==> src/rtl/avalon_sram_slave.sv <==
// Avalon-style bus slave driving an asynchronous 16-bit SRAM with a fixed-latency
// SETUP / ACCESS / ACK / RECOVER strobe sequence; every output is registered.
module avalon_sram_slave #(
    parameter int unsigned WAIT_CYCLES = 2
) (
    input  logic        iCLK,
    input  logic        iRST,
    input  logic [23:0] iAddr,
    input  logic        iRead,
    input  logic        iWrite,
    input  logic [1:0]  iBE,
    input  logic [15:0] iData,
    output logic        oACK,
    output logic [15:0] oData,
    output logic [17:0] oSRAM_ADDR,
    output logic [15:0] oSRAM_DQ,
    output logic        oSRAM_DQ_OE,
    input  logic [15:0] iSRAM_DQ,
    output logic        oSRAM_CE_N,
    output logic        oSRAM_OE_N,
    output logic        oSRAM_WE_N,
    output logic        oSRAM_UB_N,
    output logic        oSRAM_LB_N
);

    localparam int unsigned CNT_W  = 4;
    localparam int unsigned ADDR_W = 18;
    localparam int unsigned DATA_W = 16;
    localparam int unsigned BE_W   = 2;

    typedef enum logic [2:0] {
        IDLE    = 3'd0,
        SETUP   = 3'd1,
        ACCESS  = 3'd2,
        ACK     = 3'd3,
        RECOVER = 3'd4
    } state_t;

    state_t              state_q, state_d;
    logic [CNT_W-1:0]    cnt_q, cnt_d;
    logic [ADDR_W-1:0]   lat_addr_q, lat_addr_d;
    logic [DATA_W-1:0]   lat_data_q, lat_data_d;
    logic [BE_W-1:0]     lat_be_q, lat_be_d;
    logic                lat_wr_q, lat_wr_d;

    logic                ack_d;
    logic [DATA_W-1:0]   rdata_d;
    logic [ADDR_W-1:0]   sram_addr_d;
    logic [DATA_W-1:0]   sram_dq_d;
    logic                sram_dq_oe_d;
    logic                ce_n_d, oe_n_d, we_n_d, ub_n_d, lb_n_d;

    logic                accept_c;
    logic                unused_addr_bits;

    // Only bit 23 decodes the slave; bits 22:18 are don't-care.
    assign unused_addr_bits = ^iAddr[22:18];
    assign accept_c = ~iAddr[23] & (iRead ^ iWrite);

    // Next-state, latched request fields and next values of the registered outputs.
    always_comb begin
        state_d      = state_q;
        cnt_d        = cnt_q;
        lat_addr_d   = lat_addr_q;
        lat_data_d   = lat_data_q;
        lat_be_d     = lat_be_q;
        lat_wr_d     = lat_wr_q;
        rdata_d      = oData;
        ack_d        = 1'b0;
        sram_addr_d  = oSRAM_ADDR;
        sram_dq_d    = oSRAM_DQ;
        sram_dq_oe_d = 1'b0;
        ce_n_d       = 1'b1;
        oe_n_d       = 1'b1;
        we_n_d       = 1'b1;
        ub_n_d       = 1'b1;
        lb_n_d       = 1'b1;

        case (state_q)
            IDLE: begin
                if (accept_c) begin
                    lat_addr_d = iAddr[ADDR_W-1:0];
                    lat_data_d = iData;
                    lat_be_d   = iBE;
                    lat_wr_d   = iWrite;
                    cnt_d      = '0;
                    state_d    = SETUP;
                end
            end
            SETUP: begin
                cnt_d   = CNT_W'(WAIT_CYCLES - 1);
                state_d = ACCESS;
            end
            ACCESS: begin
                if (cnt_q == '0) begin
                    state_d = ACK;
                    if (!lat_wr_q) begin
                        rdata_d = {lat_be_q[1] ? iSRAM_DQ[15:8] : 8'h00,
                                   lat_be_q[0] ? iSRAM_DQ[7:0]  : 8'h00};
                    end
                end else begin
                    cnt_d = cnt_q - CNT_W'(1);
                end
            end
            ACK:     state_d = RECOVER;
            RECOVER: state_d = IDLE;
            default: state_d = IDLE;
        endcase

        // Pins are a function of the state being entered so they line up with it.
        if (state_d == SETUP || state_d == ACCESS || state_d == ACK) begin
            ce_n_d       = 1'b0;
            ub_n_d       = ~lat_be_d[1];
            lb_n_d       = ~lat_be_d[0];
            sram_addr_d  = lat_addr_d;
            sram_dq_oe_d = lat_wr_d;
            if (lat_wr_d) begin
                sram_dq_d = lat_data_d;
            end
            if (state_d == ACCESS) begin
                we_n_d = ~lat_wr_d;
                oe_n_d = lat_wr_d;
            end
            if (state_d == ACK) begin
                ack_d = 1'b1;
            end
        end
    end

    always_ff @(posedge iCLK) begin
        if (iRST) begin
            state_q     <= IDLE;
            cnt_q       <= '0;
            lat_addr_q  <= '0;
            lat_data_q  <= '0;
            lat_be_q    <= '0;
            lat_wr_q    <= 1'b0;
            oACK        <= 1'b0;
            oData       <= '0;
            oSRAM_ADDR  <= '0;
            oSRAM_DQ    <= '0;
            oSRAM_DQ_OE <= 1'b0;
            oSRAM_CE_N  <= 1'b1;
            oSRAM_OE_N  <= 1'b1;
            oSRAM_WE_N  <= 1'b1;
            oSRAM_UB_N  <= 1'b1;
            oSRAM_LB_N  <= 1'b1;
        end else begin
            state_q     <= state_d;
            cnt_q       <= cnt_d;
            lat_addr_q  <= lat_addr_d;
            lat_data_q  <= lat_data_d;
            lat_be_q    <= lat_be_d;
            lat_wr_q    <= lat_wr_d;
            oACK        <= ack_d;
            oData       <= rdata_d;
            oSRAM_ADDR  <= sram_addr_d;
            oSRAM_DQ    <= sram_dq_d;
            oSRAM_DQ_OE <= sram_dq_oe_d;
            oSRAM_CE_N  <= ce_n_d;
            oSRAM_OE_N  <= oe_n_d;
            oSRAM_WE_N  <= we_n_d;
            oSRAM_UB_N  <= ub_n_d;
            oSRAM_LB_N  <= lb_n_d;
        end
    end

endmodule

==> config.mk <==
export PLATFORM = sky130hd
export DESIGN_NAME = avalon_sram_slave
export DESIGN_NICKNAME = d
export VERILOG_FILES = /design/src/rtl/avalon_sram_slave.sv
export SDC_FILE = /design/constraint.sdc
export NUM_CORES = 1
export LEC_CHECK = 0
export ABC_CLOCK_PERIOD_IN_PS = 5650
export CORE_UTILIZATION = 45
export CTS_CLUSTER_DIAMETER = 150
export DETAILED_ROUTE_END_ITERATION = 8
export DONT_BUFFER_PORTS = 1
export GPL_ROUTABILITY_DRIVEN = 0
export GPL_TIMING_DRIVEN = 0
export MAX_ROUTING_LAYER = met4
export PLACE_DENSITY = 0.67
export SLEW_MARGIN = 20
export SYNTH_ARGS = -nofsm -noshare
export SYNTH_HDL_FRONTEND = slang
export SYNTH_SLANG_ARGS = --single-unit
==> constraint.sdc <==
create_clock -name iCLK -period 5.65 [get_ports iCLK]
set_input_delay 0.565 -clock iCLK [delete_from_list [all_inputs] [get_ports iCLK]]
set_output_delay 0.565 -clock iCLK [all_outputs]
set_load 0.01 [all_outputs]
==> results by group, run 1 <==
Status
  – Status: finished, final reports clean

STA
  – Worst slew pin tran: 0.706 ns
  – Max transition margin: a little over half
  – Final worst path period share: 37.3%
  – Post-Route Skew: 0.0129 ns
  – Fmax: 0.475 GHz
  – Slew Limit Fails: 0
  – Hold Fails Final Rpt: 0
  – Tmin final: 2.11 ns
  – RSZ-0062 raised after global routing: no
  – WHS: 0.348 ns
  – Setup TNS: 0 ns
  – Setup violators final: 0

Drt
  – First-pass DRT Iterations: 4
  – DR DRC count: 0
  – 1st-iter DRT viols: 127
  – Vias per inst: approximately 5.5
  – Total wire length: between 8000 and 9000 um
  – Antenna-violating nets left: 0
  – Routed len/inst: ~17 um
  – Routed via count: 2,900

Critical path
  – Worst setup startpoint: cnt_q[0]
  – Endpoint class of the critical path: flop
  – Delay-heaviest family, CP: simple AND/OR/NAND/NOR gates
  – Critical Path Stages: 8
  – Worst Setup EP: oData[10]
  – Critical Path RT: 5.95 ns
  – Setup crit start kind: flop
  – Critical Path, Cell by Cell: inv_1, ha_1, nor3b_1, and3_1, clkbuf_1, buf_2, nand3_1, a21oi_1
  – Worst R2R Start: cnt_q[0]
  – Crit path kind: flop to flop
  – WP buf/inv: 3
  – CP max FO: 10
  – Reg-to-reg slack, setup: 3.54 ns
  – R2R cell count: 8
  – R2r endpoint: oData[10]
  – Worst path arrival time: 2.40 ns
  – CP peak stage delay: 0.46 ns
  – Slowest CP cell: nor3b_1

Logic synthesis
  – Netlist cell types: 38
  – Register bit total from synthesis: 101
  – Post-synth EDFFs: 0
  – Sequential-to-total area share from yosys stat: 51.3%
  – Mapped Area: 3940 um2
  – Avg Inst Size Synth: 9.77 um2
  – Yosys warnings: 0
  – Syn nets: 467
  – Gate Count Post-Synth: 403
  – Prevailing post-synth register cell: dfxtp_1
  – Asr flop ratio synth: 0%

Floorplan
  – Starting Density: 47.2%
  – IO Count: 119
  – FP Rows: 33
  – Die H: 95.6 um
  – DIE WIDTH: 95.6 um
  – Area of the die: 9130 um2
  – CORE AREA: 8340 um2

CTS
  – Post_cts resized: 0
  – CTS clk-pin slew, worst paths: ~0.1 ns
  – Root Buffer: clkbuf_8
  – CTS sink count: 101
  – CTS tree: yes
  – Insertion delay to the later sink of the worst-skew pair: 0.37 ns
  – Worst-case clock buffer depth: 2
  – Setup bufs post-CTS: 0
  – Num CTS Buffers: 9
  – # hold bufs at CTS: 0
  – H-Tree Depth: 3

Power and ir drop
  – P_leak: 1.52 nW
  – Tot Pwr: 1.55 mW
  – Pwr Density: between 300 and 400 nW/um2
  – Max VDD drop: 0.173 mV

Place
  – DP HPWL: 6400 um
  – Buffers on Ports: 0

Layout
  – Ant diodes: 0
  – Area growth from synthesis to layout: 8.20%
  – # nets final: 478
  – Ratio of cells with drive above 1 in the final layout: 16.5%

GRT
  – Initial antenna violation count: 0
  – Gr usage total: 20.7%
  – Grt total ovfl: 0
  – Vias in the first global route: 2,825
  – First-pass GRT wire length: 13,800 um
  – Largest net degree at the start of global routing: 17

Flow run
  – Count of maximum capacitance violations: 0

Hold path
  – HP Class: input pin to flop
==> where the power goes <==
| part | internal (mW) | switching, mW | total, mW |
|---|---|---|---|
| logic | 0.111 | 0.178 | 0.290 |
| registers | 0.770 | 0.0459 | 0.816 |
| clock network | 0.204 | 0.245 | 0.450 |
==> Yosys cell counts, types with 2 or more instances <==
master | count | share of area [%]
or3b_2 | 2 | 0.44
o21ai_1 | 9 | 1.1
nand3_1 | 39 | 5.0
a211oi_2 | 16 | 5.1
nor2b_1 | 16 | 2.5
buf_2 | 11 | 1.4
mux2i_1 | 18 | 4.6
mux2_2 | 14 | 4.0
mux2_1 | 2 | 0.57
buf_6 | 3 | 0.86
dfxtp_1 | 101 | 51
nor3b_1 | 3 | 0.57
a21oi_1 | 59 | 7.5
a211oi_1 | 3 | 0.57
nand2_1 | 22 | 2.1
a32o_1 | 2 | 0.51
xnor2_1 | 2 | 0.44
ha_1 | 2 | 0.64
nor2_1 | 24 | 2.3
and3_1 | 2 | 0.32
or3_1 | 2 | 0.32
clkbuf_1 | 18 | 1.7
o21ai_0 | 13 | 1.7
nor3_1 | 2 | 0.25
inv_1 | 5 | 0.48
==> metrics by stage <==
| step | area, um2 | utilization [%] | worst slack [ns] | cells |
|---|---|---|---|---|
| 6_report | 4260 | 51.1 | 3.54 | 524 |
| 3_5_place_dp | 4070 | 48.8 | 3.47 | 508 |
| 4_1_cts | 4260 | 51.1 | 3.56 | 524 |
| 5_1_grt | 4260 | 51.1 | 3.23 | 524 |
| 3_3_place_gp | 4070 | 48.8 | 3.50 | 508 |
| 2_1_floorplan | 3940 | - | 3.72 | 403 |
==> how the worst min path moves through the flow <==
stage,from,end,slack (ns),cells past startpoint
3_3_place_gp,lat_wr_q,oSRAM_WE_N,0.39,1
3_5_place_dp,lat_wr_q,oSRAM_WE_N,0.39,1
2_1_floorplan,lat_wr_q,oSRAM_WE_N,0.37,1
4_1_cts,iData[13],lat_data_q[13],0.34,2
6_report,iData[13],lat_data_q[13],0.35,2
5_1_grt,iData[12],lat_data_q[12],0.34,2
==> placed cells by master, fill, tap and decap left out, types with 2 or more instances in the layout <==
| cell type | instances |
|---|---|
| a211oi_2 | 16 |
| dfxtp_1 | 101 |
| a21oi_1 | 59 |
| o21ai_0 | 13 |
| ha_1 | 2 |
| nor3b_1 | 3 |
| or3_1 | 2 |
| nand2_1 | 22 |
| nor3_1 | 2 |
| nand3_1 | 39 |
| buf_6 | 3 |
| and3_1 | 2 |
| clkinvlp_4 | 2 |
| a211oi_1 | 3 |
| clkbuf_1 | 19 |
| mux2_1 | 2 |
| xnor2_1 | 2 |
| mux2_2 | 14 |
| mux2i_1 | 18 |
| a32o_1 | 2 |
| nor2b_1 | 16 |
| clkbuf_8 | 9 |
| clkinv_2 | 2 |
| nor2_1 | 24 |
| inv_1 | 5 |
| o21ai_1 | 9 |
| buf_2 | 11 |
| or3b_2 | 2 |
==> cell type report <==
class | count | area (um2)
Clock buffer | 10 | 128
Clock inverter | 6 | 63.8
Inverter | 5 | 18.8
Fill cell | 794 | 4080
Buffer | 35 | 199
Sequential cell | 101 | 2020
Multi-Input combinational cell | 262 | 1700
Tap cell | 105 | 131
==> worst reg2reg max path: stages (launching register included) <==
cell,delay [ns]
dfxtp_1,0.34
inv_1,0.08
ha_1,0.14
nor3b_1,0.46
and3_1,0.22
clkbuf_1,0.26
buf_2,0.27
nand3_1,0.10
a21oi_1,0.17
==> registers in the layout, summed over array words and instances (netlist names) <==
| name | count |
|---|---|
| oSRAM_WE_N | 1 |
| lat_data_q | 16 |
| oACK | 1 |
| oData | 16 |
| oSRAM_CE_N | 1 |
| lat_wr_q | 1 |
| oSRAM_UB_N | 1 |
| cnt_q | 4 |
| lat_addr_q | 18 |
| oSRAM_OE_N | 1 |
| oSRAM_LB_N | 1 |
| oSRAM_ADDR | 18 |
| state_q | 3 |
| oSRAM_DQ_OE | 1 |
| lat_be_q | 2 |
| oSRAM_DQ | 16 |
==> metal layers <==
| layer | up-vias | share of wire (%) | global-route usage [%] |
|---|---|---|---|
| li1 | 1430 | - | - |
| met1 | 1376 | 43 | 24.3 |
| met2 | 84 | 49 | 33.5 |
| met3 | 10 | 7.3 | 6.46 |
| met4 | 0 | 0.99 | 7.09 |
| met5 | - | 0 | - |
==> cell families (layout without fill, tap and decap cells) <==
group,count (synthesis),in the layout,share of synthesized area (%)
xor+xnor,3,3,0.667
flops,101,101,51.3
simple gates,118,118,15.5
mux,34,34,9.15
compound gates,105,105,17.2
buf+inv,40,56,5.53
fa+ha+maj,2,2,0.635
(Power assumes the default switching activity.)
==> run 2, diff against run 1 <==
--- a/config.mk
+++ b/config.mk
@@ -5,7 +5,7 @@
 export SDC_FILE = /design/constraint.sdc
 export NUM_CORES = 1
 export LEC_CHECK = 0
-export ABC_CLOCK_PERIOD_IN_PS = 5650
+export ABC_CLOCK_PERIOD_IN_PS = 2200
 export CORE_UTILIZATION = 45
 export CTS_CLUSTER_DIAMETER = 150
 export DETAILED_ROUTE_END_ITERATION = 8
==> constraint.sdc (replaced) <==
create_clock -name iCLK -period 2.2 [get_ports iCLK]
set_input_delay 0.22 -clock iCLK [delete_from_list [all_inputs] [get_ports iCLK]]
set_output_delay 0.22 -clock iCLK [all_outputs]
set_load 0.01 [all_outputs]
==> run 2 against run 1 <==
  * Utilization grew 1.1 points
  * Final cell count up 1.5%
  * Non-clock buffer count grew 8
  * Fmax increased by 1.4%
  * Die area unchanged
  * Worst hold slack got worse by 0.34 ns
  * Flip-flop and latch count stayed put
  * Clock skew decreased by 0.00052 ns
  * Critical path type unchanged
  * Largest power group unchanged
==> results by group, run 2 (synthesis gave the netlist of run 1 again) <==
Place
  – Placed cells: 508
  – Placed Area: around 4000 um2
  – Pre-CTS WS: about 0.12 ns
  – DP HPWL: 6400 um
  – Buffers on Ports: 0

Hold path
  – Hold Path Depth: 2
  – Worst Hold End: oData[9]
  – HP Class: input pin to flop
  – HP Start: iSRAM_DQ[9]

GRT
  – Grt total ovfl: 0
  – Largest net degree at the start of global routing: 17
  – Vias in the first global route: about 2.9k
  – Gr usage total: 21.1%
  – First-pass GRT wire length: around 14,000 um
  – Initial antenna violation count: 0

Drt
  – 1st-iter DRT viols: 130
  – Antenna-violating nets left: 0
  – Total wire length: 9200 um
  – Vias per inst: 5.58
  – Routed len/inst: approximately 17 um
  – DR DRC count: 0
  – Routed via count: around 3.0k
  – First-pass DRT Iterations: 4

STA
  – PnR worst setup slack: approximately 0.12 ns
  – RSZ-0062 raised after global routing: yes
  – Setup TNS: 0 ns
  – Tmin final: ~2.1 ns
  – Hold Fails Final Rpt: 0
  – Fmax: 0.481 GHz
  – Max transition margin: 53.0%
  – Post-Route Skew: 0.0124 ns
  – Slew Limit Fails: 0
  – Worst slew pin tran: 0.705 ns
  – WHS: 0.0117 ns
  – Setup violators final: 0
  – Final worst path period share: ~94%

Layout
  – Commonest non-fill, non-tap cells in the layout: dfxtp_1 (101), a21oi_1 (59), nand3_1 (39), nor2_1 (24), nand2_1 (22)
  – Commonest non-fill, non-tap cell in the layout: dfxtp_1
  – Final Non-Filler Cells: 532
  – Biggest regs: lat_addr_q x18, oSRAM_ADDR x18
  – Fin util: 52.2%
  – Ratio of cells with drive above 1 in the final layout: between 10% and 20%
  – Final instance area: 4360 um2
  – Ant diodes: 0
  – # nets final: 486
  – Area growth from synthesis to layout: 10.6%

Critical path
  – Endpoint class of the critical path: flop
  – CP max FO: 10
  – Critical Path, Cell by Cell: buf_2, a21oi_1, clkbuf_1, clkbuf_1, a21oi_1, a211oi_1
  – Worst R2R Start: state_q[1]
  – Worst path arrival time: 2.35 ns
  – R2R cell count: 6
  – Delay-heaviest family, CP: buffers and inverters
  – WP buf/inv: 3
  – Crit path kind: flop to flop
  – CP peak stage delay: roughly 0.44 ns
  – R2r endpoint: oSRAM_ADDR[17]
  – Critical Path RT: 2.47 ns
  – Reg-to-reg slack, setup: 0.12 ns
  – Setup crit start kind: flop
  – Slowest CP cell: clkbuf_1

CTS
  – CTS tree: yes
  – Num CTS Buffers: 9
  – Worst-case clock buffer depth: 2
  – Root Buffer: clkbuf_8
  – CTS clk-pin slew, worst paths: 0.09 ns
  – CTS sink count: 101
  – H-Tree Depth: 3
  – Setup bufs post-CTS: 0
  – Insertion delay to the later sink of the worst-skew pair: roughly 0.37 ns

Power and ir drop
  – Clock network power share: 28.8%
  – Gate power share: 19.0%
  – P_leak: around 1.6 nW
  – Tot Pwr: 4.02 mW
  – Pint: 2.80 mW
  – Sequential power share: 52.2%
  – Sw Ratio: 30.3%
  – Psw: 1.22 mW
  – Max VDD drop: 0.444 mV
  – Pwr Density: 922 nW/um2

Status
  – Status: finished, final reports clean

Flow run
  – Count of maximum capacitance violations: 0

Floorplan
  – Die H: 95.6 um
  – DIE WIDTH: 95.6 um
  – FP Rows: 33
  – Area of the die: 9130 um2
  – IO Count: 119
  – CORE AREA: 8340 um2
  – Starting Density: between 40% and 50%
[run 2: timing repair]
action / CTS / global route
setup endpoints to repair: 0 / 13
hold endpoints to repair: 8 / 0
hold buffers: 8 / 0
resized for setup: 0 / 2
[run 2: layer usage]
| layer | vias up | global-route usage, % | wire (um) |
|---|---|---|---|
| met5 | - | - | 0 |
| met4 | 0 | 7.09 | 126 |
| met3 | 13 | 6.22 | 629 |
| met2 | 96 | 34.5 | 4490 |
| met1 | 1415 | 24.8 | 3960 |
| li1 | 1445 | - | - |
[run 2: worst max-delay path by stage]
| stage | startpoint | endpoint | slack, ns | depth (start not counted) |
|---|---|---|---|---|
| global route | state_q[1] | oSRAM_ADDR[13] | 0.005 | 6 |
| detailed placement | state_q[1] | oSRAM_DQ[11] | 0.12 | 6 |
| finish | state_q[1] | oSRAM_ADDR[17] | 0.12 | 6 |
| CTS | state_q[1] | oSRAM_DQ[11] | 0.11 | 6 |
| floorplan | state_q[0] | oSRAM_ADDR[10] | 0.37 | 7 |
| global placement | cnt_q[0] | oData[10] | 0.15 | 8 |
[run 2: power by group through the flow]
stage	sequential (mW)	combinational [mW]	clock, mW
final	2.10	0.765	1.16
after global routing	2.11	0.849	1.26
after CTS	2.10	0.762	1.18
after detailed placement	2.14	0.748	0
after global placement	2.13	0.727	0
after floorplan	2.11	0.606	0
[run 2: cell type report]
class	instances	area, um2
fillers	780	3990
flip-flops and latches	101	2020
multi-input cells	262	1710
plain buffers	35	199
well taps	105	131
clock buffers	10	128
repair buffers	8	80.1
clock inverters	6	63.8
inverters	5	18.8
==> run 3, diff against run 2 <==
--- a/config.mk
+++ b/config.mk
@@ -6,6 +6,7 @@
 export NUM_CORES = 1
 export LEC_CHECK = 0
 export ABC_CLOCK_PERIOD_IN_PS = 2200
+export CORE_ASPECT_RATIO = 1.5
 export CORE_UTILIZATION = 45
 export CTS_CLUSTER_DIAMETER = 150
 export DETAILED_ROUTE_END_ITERATION = 8
==> run 3 against run 2 <==
  * Global-route usage fell by 0.53 points
  * Sequential share of layout area down 0.51 points
  * Combinational power decreased by 3.1%
  * First-iteration DRC count increased by 7.7%
==> results by group, run 3 (synthesis gave the netlist of run 1 again) <==
Layout
  – Biggest regs: lat_addr_q x18, oSRAM_ADDR x18
  – Commonest non-fill, non-tap cell in the layout: dfxtp_1
  – Final instance area: between 4000 and 5000 um2
  – Commonest non-fill, non-tap cells in the layout: dfxtp_1 (101), a21oi_1 (59), nand3_1 (39), nor2_1 (24), nand2_1 (22)
  – Final Non-Filler Cells: 526
  – Area growth from synthesis to layout: 11.8%
  – Ratio of cells with drive above 1 in the final layout: around 17%
  – Sequential cell area: 2020 um2
  – Fin util: 52.0%
  – Ant diodes: 0
  – # nets final: 478
  – Fillers: around 800
  – Area of the multi-input gates: 1700 um2

Power and ir drop
  – Pwr Density: 1030 nW/um2
  – Max VDD drop: 0.533 mV
  – Clock network power share: between 30% and 40%
  – Sw Ratio: a little over a quarter
  – Tot Pwr: 4.53 mW
  – Pint: 3.32 mW
  – P_leak: 1.59 nW
  – Gate power share: between 10% and 20%
  – Psw: 1.21 mW
  – Sequential power share: 46.3%

Drt
  – Vias per inst: 5.47
  – Routed via count: 2,878
  – DR DRC count: 0
  – Total wire length: 8750 um
  – 1st-iter DRT viols: 140
  – Routed len/inst: 16.6 um
  – First-pass DRT Iterations: 4
  – Antenna-violating nets left: 0

Critical path
  – Reg-to-reg slack, setup: 0.16 ns
  – Worst path arrival time: 2.27 ns
  – Critical Path RT: 2.43 ns
  – Setup crit start kind: flop
  – Crit path kind: flop to flop
  – CP max FO: 10
  – Endpoint class of the critical path: flop

STA
  – Hold Fails Final Rpt: 0
  – Max transition margin: 52.4%
  – Worst slew pin tran: roughly 0.71 ns
  – Setup violators final: 0
  – Slew Limit Fails: 0
  – RSZ-0062 raised after global routing: no
  – Final worst path period share: between 90% and 100%
  – Setup TNS: 0 ns
  – Tmin final: 2.04 ns
  – Post-Route Skew: 0.00364 ns
  – Fmax: 0.489 GHz

CTS
  – # hold bufs at CTS: 0
  – Num CTS Buffers: 9
  – Insertion delay to the later sink of the worst-skew pair: around 0.34 ns
  – CTS sink count: 101
  – CTS tree: yes
  – H-Tree Depth: 3
  – Root Buffer: clkbuf_16
  – Worst-case clock buffer depth: 2
  – CTS clk-pin slew, worst paths: roughly 0.06 ns

Status
  – Status: finished, final reports clean

Floorplan
  – FP Rows: 41
  – Starting Density: 46.5%
  – Area of the die: 9140 um2
  – Die H: between 100 and 150 um
  – DIE WIDTH: 78.4 um
  – IO Count: 119
  – CORE AREA: between 8000 and 9000 um2

GRT
  – Largest net degree at the start of global routing: 16
  – First-pass GRT wire length: 14,000 um
  – Initial antenna violation count: 0
  – Grt total ovfl: 0
  – Gr usage total: 20.6%
  – Vias in the first global route: 2,904

Flow run
  – Count of maximum capacitance violations: 0

Place
  – DP HPWL: roughly 6500 um
  – Buffers on Ports: 0
  – Placed Area: 4070 um2
  – Placed cells: 510

Hold path
  – HP Class: input pin to flop
==> run 3: worst max-delay path, stage by stage (launching register included) <==
cell and delay, ns:
dfxtp_1 0.29, buf_2 0.17, nor4_2 0.31, a21oi_1 0.14, o211ai_2 0.38, buf_4 0.28, mux2_2 0.35
==> run 3: power by group through the flow <==
stage	Clock [mW]	Sequential, mW	Combinational, mW
6_report	1.69	2.10	0.741
5_1_grt	1.83	2.11	0.826
4_1_cts	1.73	2.10	0.749
3_5_place_dp	0	2.14	0.748
3_3_place_gp	0	2.14	0.725
2_1_floorplan	0	2.11	0.606
==> run 3: worst paths after layout <==
kind	from	end	depth (start not counted)
setup / recovery	state_q[1]	oSRAM_DQ[9]	6
hold / removal	iData[7]	lat_data_q[7]	2
setup reg to reg	state_q[1]	oSRAM_DQ[9]	6
hold reg to reg	lat_wr_q	oSRAM_WE_N	1
==> run 3: what timing repair did <==
item                       CTS  global route
setup buffers                0             0
setup endpoints to repair    0            10
resized for setup            0             1
==> run 3: area by class of cell <==
| class | instances | share of cell area [%] |
|---|---|---|
| Buffer | 35 | 4.52 |
| Clock buffer | 12 | 5.82 |
| Clock inverter | 4 | 1.59 |
| Inverter | 5 | 0.426 |
| Multi-Input combinational cell | 262 | 38.7 |
| Sequential cell | 101 | 45.9 |
| Tap cell | 107 | 3.04 |
==> run 3: per-stage QoR <==
stage / setup WS, ns / hold slack [ns]
3_5_place_dp: 0.0750 / 0.385
6_report: 0.156 / 0.0426
2_1_floorplan: 0.368 / 0.368
5_1_grt: 0.0181 / 0.0334
3_3_place_gp: 0.144 / 0.387
4_1_cts: 0.0711 / 0.0307
==> run 3: metal layers <==
layer,up-vias,part of all wire (%),global-route usage (%),wire length [um]
li1,1432,-,-,-
met1,1350,41,22.6,3570
met2,84,51,34.8,4420
met3,12,6.7,5.16,588
met4,0,2.0,9.75,176
met5,-,0,-,0
